File: config.mk
export PLATFORM = sky130hd
export DESIGN_NAME = qtr_scan_sched
export DESIGN_NICKNAME = d
export VERILOG_FILES = /design/src/rtl/qtr_scan_sched.sv
export SDC_FILE = /design/constraint.sdc
export NUM_CORES = 1
export LEC_CHECK = 0
export ABC_AREA = 0
export CAP_MARGIN = 20
export CORE_AREA = 3 3 79 81
export DETAILED_ROUTE_END_ITERATION = 8
export DIE_AREA = 0 0 82 84
export GPL_ROUTABILITY_DRIVEN = 0
export PLACE_DENSITY = 0.65
export SYNTH_ARGS = -nofsm -noshare
export SYNTH_HDL_FRONTEND = slang
export SYNTH_SLANG_ARGS = --single-unit
export TNS_END_PERCENT = 20
File: constraint.sdc
create_clock -name clk -period 5.4 [get_ports clk]
set_input_delay 1.08 -clock clk [delete_from_list [all_inputs] [get_ports clk]]
set_output_delay 1.08 -clock clk [all_outputs]
set_load 0.02 [all_outputs]
File: src/rtl/qtr_scan_sched.sv
// Round-robin scan scheduler for a bank of QTR-RC quad reflectance sensors sharing one emitter.
// Each poll tick walks every enabled group through emit, charge and sense, then offers its result.
module qtr_scan_sched #(
  parameter int unsigned NGRP = 4,
  parameter int unsigned GW   = 2
) (
  input  logic              clk,
  input  logic              rst_n,
  input  logic              m10clk_i,
  input  logic              u10clk_i,
  input  logic [3:0]        cfg_period_i,
  input  logic [7:0]        cfg_sens_i,
  input  logic [NGRP-1:0]   grp_en_i,
  input  logic [4*NGRP-1:0] q_in_i,
  output logic [NGRP-1:0]   q_oe_o,
  output logic              emit_on_o,
  output logic              res_valid_o,
  output logic [GW-1:0]     res_grp_o,
  output logic [3:0]        res_bits_o,
  input  logic              res_ack_i,
  output logic              busy_o,
  output logic              overrun_o,
  input  logic              ovr_clr_i
);

  typedef enum logic [2:0] {
    StIdle,
    StEmit,
    StCharge,
    StSense,
    StWait
  } state_e;

  state_e          state_q, state_d;
  logic [3:0]      pcnt_q, pcnt_d;
  logic [NGRP-1:0] mask_q, mask_d;
  logic [GW-1:0]   grp_q, grp_d;
  logic [7:0]      sens_q, sens_d;
  logic [7:0]      scnt_q, scnt_d;
  logic            valid_q, valid_d;
  logic [GW-1:0]   rgrp_q, rgrp_d;
  logic [3:0]      bits_q, bits_d;
  logic            ovr_q, ovr_d;

  logic            tick;
  logic [NGRP-1:0] grp_oh;
  logic [3:0]      grp_pins;
  logic [NGRP-1:0] mask_left;

  // Lowest-index set bit wins, so groups are served in ascending order.
  function automatic logic [GW-1:0] lowest_set(input logic [NGRP-1:0] m);
    logic [GW-1:0] idx;
    idx = '0;
    for (int i = int'(NGRP) - 1; i >= 0; i--) begin
      if (m[i]) idx = GW'(i);
    end
    return idx;
  endfunction

  // Poll timer: pcnt runs 1..cfg_period and fires a tick on the matching m10clk.
  always_comb begin
    pcnt_d = pcnt_q;
    tick   = 1'b0;
    if (m10clk_i) begin
      if (cfg_period_i == 4'd0) begin
        pcnt_d = 4'd1;
      end else if (pcnt_q == cfg_period_i) begin
        pcnt_d = 4'd1;
        tick   = 1'b1;
      end else begin
        pcnt_d = pcnt_q + 4'd1;
      end
    end
  end

  // Decode the current group once; reused for the charge drive, pin select and mask clear.
  always_comb begin
    grp_oh   = '0;
    grp_pins = 4'h0;
    for (int i = 0; i < int'(NGRP); i++) begin
      if (grp_q == GW'(i)) begin
        grp_oh[i] = 1'b1;
        grp_pins  = q_in_i[4*i +: 4];
      end
    end
  end

  assign mask_left = mask_q & ~grp_oh;

  always_comb begin
    state_d = state_q;
    mask_d  = mask_q;
    grp_d   = grp_q;
    sens_d  = sens_q;
    scnt_d  = scnt_q;
    valid_d = valid_q;
    rgrp_d  = rgrp_q;
    bits_d  = bits_q;
    ovr_d   = ovr_q;

    // A tick that lands mid-round is dropped; setting beats a coincident clear.
    if (tick && (state_q != StIdle)) begin
      ovr_d = 1'b1;
    end else if (ovr_clr_i) begin
      ovr_d = 1'b0;
    end

    unique case (state_q)
      StIdle: begin
        if (tick && (grp_en_i != '0)) begin
          mask_d  = grp_en_i;
          grp_d   = lowest_set(grp_en_i);
          sens_d  = (cfg_sens_i == 8'd0) ? 8'd1 : cfg_sens_i;
          state_d = StEmit;
        end
      end
      StEmit: begin
        if (u10clk_i) state_d = StCharge;
      end
      StCharge: begin
        if (u10clk_i) begin
          state_d = StSense;
          scnt_d  = 8'd1;
        end
      end
      StSense: begin
        if (u10clk_i) begin
          if (scnt_q == sens_q) begin
            bits_d  = grp_pins;
            rgrp_d  = grp_q;
            valid_d = 1'b1;
            state_d = StWait;
          end else begin
            scnt_d = scnt_q + 8'd1;
          end
        end
      end
      StWait: begin
        if (res_ack_i) begin
          valid_d = 1'b0;
          mask_d  = mask_left;
          if (mask_left != '0) begin
            grp_d   = lowest_set(mask_left);
            state_d = StEmit;
          end else begin
            state_d = StIdle;
          end
        end
      end
      default: state_d = StIdle;
    endcase
  end

  always_ff @(posedge clk or negedge rst_n) begin
    if (!rst_n) begin
      state_q <= StIdle;
      pcnt_q  <= 4'd1;
      mask_q  <= '0;
      grp_q   <= '0;
      sens_q  <= 8'd1;
      scnt_q  <= 8'd1;
      valid_q <= 1'b0;
      rgrp_q  <= '0;
      bits_q  <= 4'h0;
      ovr_q   <= 1'b0;
    end else begin
      state_q <= state_d;
      pcnt_q  <= pcnt_d;
      mask_q  <= mask_d;
      grp_q   <= grp_d;
      sens_q  <= sens_d;
      scnt_q  <= scnt_d;
      valid_q <= valid_d;
      rgrp_q  <= rgrp_d;
      bits_q  <= bits_d;
      ovr_q   <= ovr_d;
    end
  end

  // Outputs decode straight from state so the async reset clears them without a clock.
  always_comb begin
    emit_on_o = 1'b0;
    q_oe_o    = '0;
    unique case (state_q)
      StEmit:   emit_on_o = 1'b1;
      StCharge: begin
        emit_on_o = 1'b1;
        q_oe_o    = grp_oh;
      end
      StSense:  emit_on_o = 1'b1;
      default:  emit_on_o = 1'b0;
    endcase
  end

  assign busy_o      = (state_q != StIdle);
  assign res_valid_o = valid_q;
  assign res_grp_o   = rgrp_q;
  assign res_bits_o  = bits_q;
  assign overrun_o   = ovr_q;

endmodule
Word-level counts from Yosys, hierarchy flattened
Index checks and enable logic that the tools add are counted.
- add/sub/neg operators: 2
- eq/ne operators: 17
- mux-type cells: 49
- bitwise operators: 2
- reduce and logical (&&, ||, !) cells: 21
- operator list (operator ; count):
    $mux 4 ; 9
    $mux 8 ; 4
    $mux 2 ; 11
    $mux 3 ; 6
    $ne 2x2->1 const B ; 8
    $pmux 8 s2 ; 1
    $pmux 3 s5 ; 1
    $mux 1 ; 14
    $reduce_and 4->1 ; 3
    $add 8x1->8 const B ; 1
    $eq 8x8->1 ; 1
    $logic_not 8->1 ; 1
    $pmux 4 s2 ; 1
    $reduce_bool 2->1 ; 4
    $reduce_bool 4->1 ; 2
    $eq 3x2->1 const B ; 2
    $reduce_and 3->1 ; 2
    $reduce_and 6->1 ; 1
    $add 4x1->4 const B ; 1
    $and 4x4->4 ; 1
    $eq 2x2->1 const B ; 2
    $eq 4x4->1 ; 1
    $logic_not 4->1 ; 1
    $not 4->4 ; 1
    11 further kinds ; 12
- register bits: 37
- input bits: 38
- output and inout port bits: 14
- word-level logic and storage cells: 101

Depth between registers and ports, before layout
- depth in word-level cells: 11
- depth in mapped cells: 7
- depth with buffers taken out: 5

Least setup slack after synthesis
Ideal clock, no wire load.
- path kind: input port to flip-flop
- from: input cfg_period_i[0]
- to: register grp_q[1]
- library setup time: 125 ps
- arrival time: 2316 ps
- required time: 5275 ps
- path slack: 2959 ps
- cell stages on the path: 6
- buffers on the path: 1
- path through: o41ai_2 > a21oi_1 > and3_1 > buf_4 > o21ai_2 > mux2_4
- cells in the longest elaborated chain, start to end: 7
- elaborated cells on any way between the ends: 8
- those cells by class: 2 x eq/ne; 3 x mux; 3 x reduce/logical
- ends and longest elaborated chain (what ; line ; RTL):
    from (decl) ; 11 ; input logic [3:0] cfg_period_i,
    $eq 4x4->1 ; 67 ; end else if (pcnt_q == cfg_period_i) begin
    $mux 1 ; 67 ;
    $mux 1 (*) ; 65 ; if (cfg_period_i == 4'd0) begin
    $mux 1 (*) ; 64 ; if (m10clk_i) begin
    $logic_and 1x1->1 (*) ; 110 ; if (tick && (grp_en_i != '0)) begin
    $ne 2x2->1 (no line) (*) ; -- ;
    $reduce_and 4->1 (no line) (*) ; -- ;
    to (signal assigned) ; 170 ; grp_q <= grp_d;
    to (decl) ; 37 ; logic [GW-1:0] grp_q, grp_d;
Every way passes the cells marked *; elsewhere a longest branch is shown, timed or not.
A chain may end at the register's enable or synchronous reset.

Worst setup path in the final report
- from: register grp_q[0]
- to: output q_oe_o[1]
- cells in the longest elaborated chain, start to end: 3
- ends and longest elaborated chain (what ; line ; RTL):
    $eq 2x1->1 ; 81 ; if (grp_q == GW'(i)) begin
    $mux 1 ; 81 ;
    $mux 4 ; 184 ; unique case (state_q)
    to (decl) ; 15 ; output logic [NGRP-1:0] q_oe_o,
No other way between the ends.

==> impl_metrics.env <==
export IMPL_antenna_found_initial=0
export IMPL_startpoint_type="flip-flop"
export IMPL_initial_utilization_pct=40.20
export IMPL_syn_cell_area_mm2=0.002227
export IMPL_grt_max_degree=38
export IMPL_vias=1924
export IMPL_wl_um=4937
export IMPL_clk_pin_slew_ns=0.07
export IMPL_yosysMostFrequentCell="nand2_1"
export IMPL_drive_above_1_share_pct=10.69
export IMPL_p_clk_share_pct=19.4
export IMPL_wl_per_cell_um=13.64
export IMPL_cts_max_level=2
export IMPL_powerDensity_mw_per_mm2=351.7
export IMPL_yosysTopAreaCell="dfrtp_1"
export IMPL_worstPathRequired_ns=4.32
export IMPL_p_leak_nw=1.207
export IMPL_cts_root_buffer="clkbuf_8"
export IMPL_first_global_vias=1682
export IMPL_final_nets=330
export IMPL_drv_slew=0
export IMPL_syn_num_nets=281
export IMPL_cp_end_kind="output pin"
export IMPL_synthFlopType="dfrtp_1"
export IMPL_rsz0062_at_grt="false"
export IMPL_worstRegToRegCells=5
export IMPL_finalSetupViolations=0
export IMPL_sw_frac_of_total_pct=35.19
export IMPL_worstPathArrival_ns=2.03
export IMPL_syn2layout_area_growth_pct=28.60
export IMPL_track_usage_pct=14.87
export IMPL_hold_viol_final=0
export IMPL_io_pins=52
export IMPL_status="finished, final reports clean"
export IMPL_synthTopCellsByCount="nand2_1 (40), dfrtp_1 (34), a21oi_1 (16), nor2_1 (16), o21ai_0 (15)"
export IMPL_place_detailed_hpwl_um=3741
export IMPL_rows=27
export IMPL_timing_slew_headroom_pct=44.62
export IMPL_post_route_min_period_ns=3.112
export IMPL_die_h_um=84
export IMPL_hold_class="reg2reg"
export IMPL_hold_buffers=0
export IMPL_ctsResizeCount=0
export IMPL_crit_start="grp_q[0]"
export IMPL_route_detailed_drc=0
export IMPL_highest_layer="met4"
export IMPL_timing_final_crit_share_pct=57.62
export IMPL_clk_latency_ns=0.29
export IMPL_cap_violations=0
export IMPL_hold_start="sens_q[7]"
export IMPL_cp_max_fo=15
export IMPL_via_per_inst=5.315
export IMPL_post_cts_setup_buffers=0
export IMPL_postSynthAreaPerCell_um2=9.241
export IMPL_crit_type="reg2out"
export IMPL_synth_area_top_cells="dfrtp_1 (38%), nand2_1 (6.7%), mux2_2 (4.0%)"
export IMPL_p_switching_w=0.0003545
export IMPL_cell_internal_pwr_w=0.0006529
export IMPL_wl_met1_um=2342
export IMPL_first_pass_iters=4
export IMPL_ir_drop_v=0.0002223
export IMPL_post_place_ws_ns=2.118
export IMPL_design_die_area_mm2=0.006888
export IMPL_worstHoldPathCells=2
export IMPL_clock_fmax_ghz=0.3214
export IMPL_cts_tree="done"
export IMPL_core_area_mm2=0.005540
export IMPL_antenna_cells=0
export IMPL_cts_buffer_depth=2
export IMPL_drt_first_iter_violations=78
export IMPL_synth_warnings=0
export IMPL_port_buffers=51
export IMPL_netlist_instances=241
export IMPL_yosysSeqAreaShare_pct=41.74
export IMPL_clock_skew_ns=0.007659
export IMPL_async_flop_share_pct=100.0
export IMPL_ys_seq_elements=37
export IMPL_fin_setup_tns_ns=0
export IMPL_wl_met3_um=331
export IMPL_netlist_area_leader_share_pct=38.20
export IMPL_chipWidth_um=82
export IMPL_met2_length_um=2194
export IMPL_p_comb_share_pct=36.0
export IMPL_clock_sinks=37
export IMPL_ys_types=43
export IMPL_postRouteAntennaNets=0
export IMPL_gr_total_overflow=0
export IMPL_p_seq_share_pct=44.6
export IMPL_synth_edff_count=0
export IMPL_setup_ws_ns=2.288
export IMPL_rr_startpoint="pcnt_q[3]"
export IMPL_cts_buffers_inserted=5
export IMPL_grt_pass1_wl_um=7948
export IMPL_tightest_slew_ns=0.8308
## cells by family after synthesis
group	Yosys count	synth area share [%]
and+or+nand+nor	105	23.82
AOI/OAI and AO/OA	47	12.87
DFF	37	41.74
muxes	21	12.36
buffers and inverters	17	3.370
xor gates and xnor gates	12	4.719
adders and majority gates	2	1.123
## per-layer routing
| layer | track usage (%) | vias up |
|---|---|---|
| met2 | 21.97 | 59 |
| met5 | 0 | - |
| met3 | 3.132 | 7 |
| li1 | - | 953 |
| met1 | 21.17 | 905 |
| met4 | 5.438 | 0 |
## sequential cells by signal, indices dropped and copies added (netlist names)
signal and cells:
res_bits_o 4, overrun_o 1, scnt_q 8, grp_q 2
pcnt_q 4, res_grp_o 2, sens_q 8, res_valid_o 1
mask_q 4, state_q 3
## cells in the final DEF, fill, tap and decap left out, drive strengths merged, types with 2 or more instances in the layout
master	count
clkdlybuf4s50	50
nand2	41
dfrtp	34
nor2	16
a21oi	16
o21ai	16
nor3	12
mux2	9
inv	8
xnor2	8
mux2i	8
clkbuf	7
nor4	6
nand2b	5
nand3	5
and3	5
o22ai	5
nand4	4
xor2	4
mux4	4
nor2b	4
o2bb2ai	3
a22o	3
dfstp	3
or4	2
ha	2
## per-stage QoR
stage          instance area [um2]  power [W]  utilization (%)  instances  hold WS (ns)
5_1_grt                       2864   0.001077            51.69        362        0.5101
2_1_floorplan                 2227  0.0006829                -        241        0.4596
3_3_place_gp                  2778  0.0008099            50.14        355        0.4756
3_5_place_dp                  2778  0.0008183            50.14        355        0.4780
4_1_cts                       2864   0.001016            51.69        362        0.4932
6_report                      2864   0.001007            51.69        362        0.4858
## final cells by class
class	count	area, um2
fillers	544	2676
clock buffers	7	86.33
repair buffers	51	505.5
flip-flops and latches	37	929.6
well taps	72	90.09
inverters	8	30.03
multi-input cells	187	1222
## power by group through the flow
| stage | clock network (W) | logic [W] | registers, W |
|---|---|---|---|
| finish | 0.000196 | 0.000363 | 0.000449 |
| global route | 0.000214 | 0.000399 | 0.000463 |
| CTS | 0.000201 | 0.000366 | 0.000448 |
| detailed placement | 0 | 0.000366 | 0.000453 |
| global placement | 0 | 0.000357 | 0.000452 |
| floorplan | 0 | 0.000235 | 0.000448 |
## worst max-delay path, stage by stage (launching register included)
cell             delay [ns]
dfrtp_1                0.71
inv_1                  0.19
nor3_1                 0.22
clkdlybuf4s50_1        0.63
## path summary, 6_finish.rpt
kind                            slack [ns]       endpoint
max in group asynchronous             3.98  res_bits_o[1]
worst max register to register        3.28       grp_q[1]
worst max-delay path                  2.29      q_oe_o[1]
min in group asynchronous             0.89      scnt_q[7]
worst min-delay path                  0.49      sens_q[7]
worst min register to register        0.49      sens_q[7]
No activity file was read; power rests on OpenSTA's default activity.
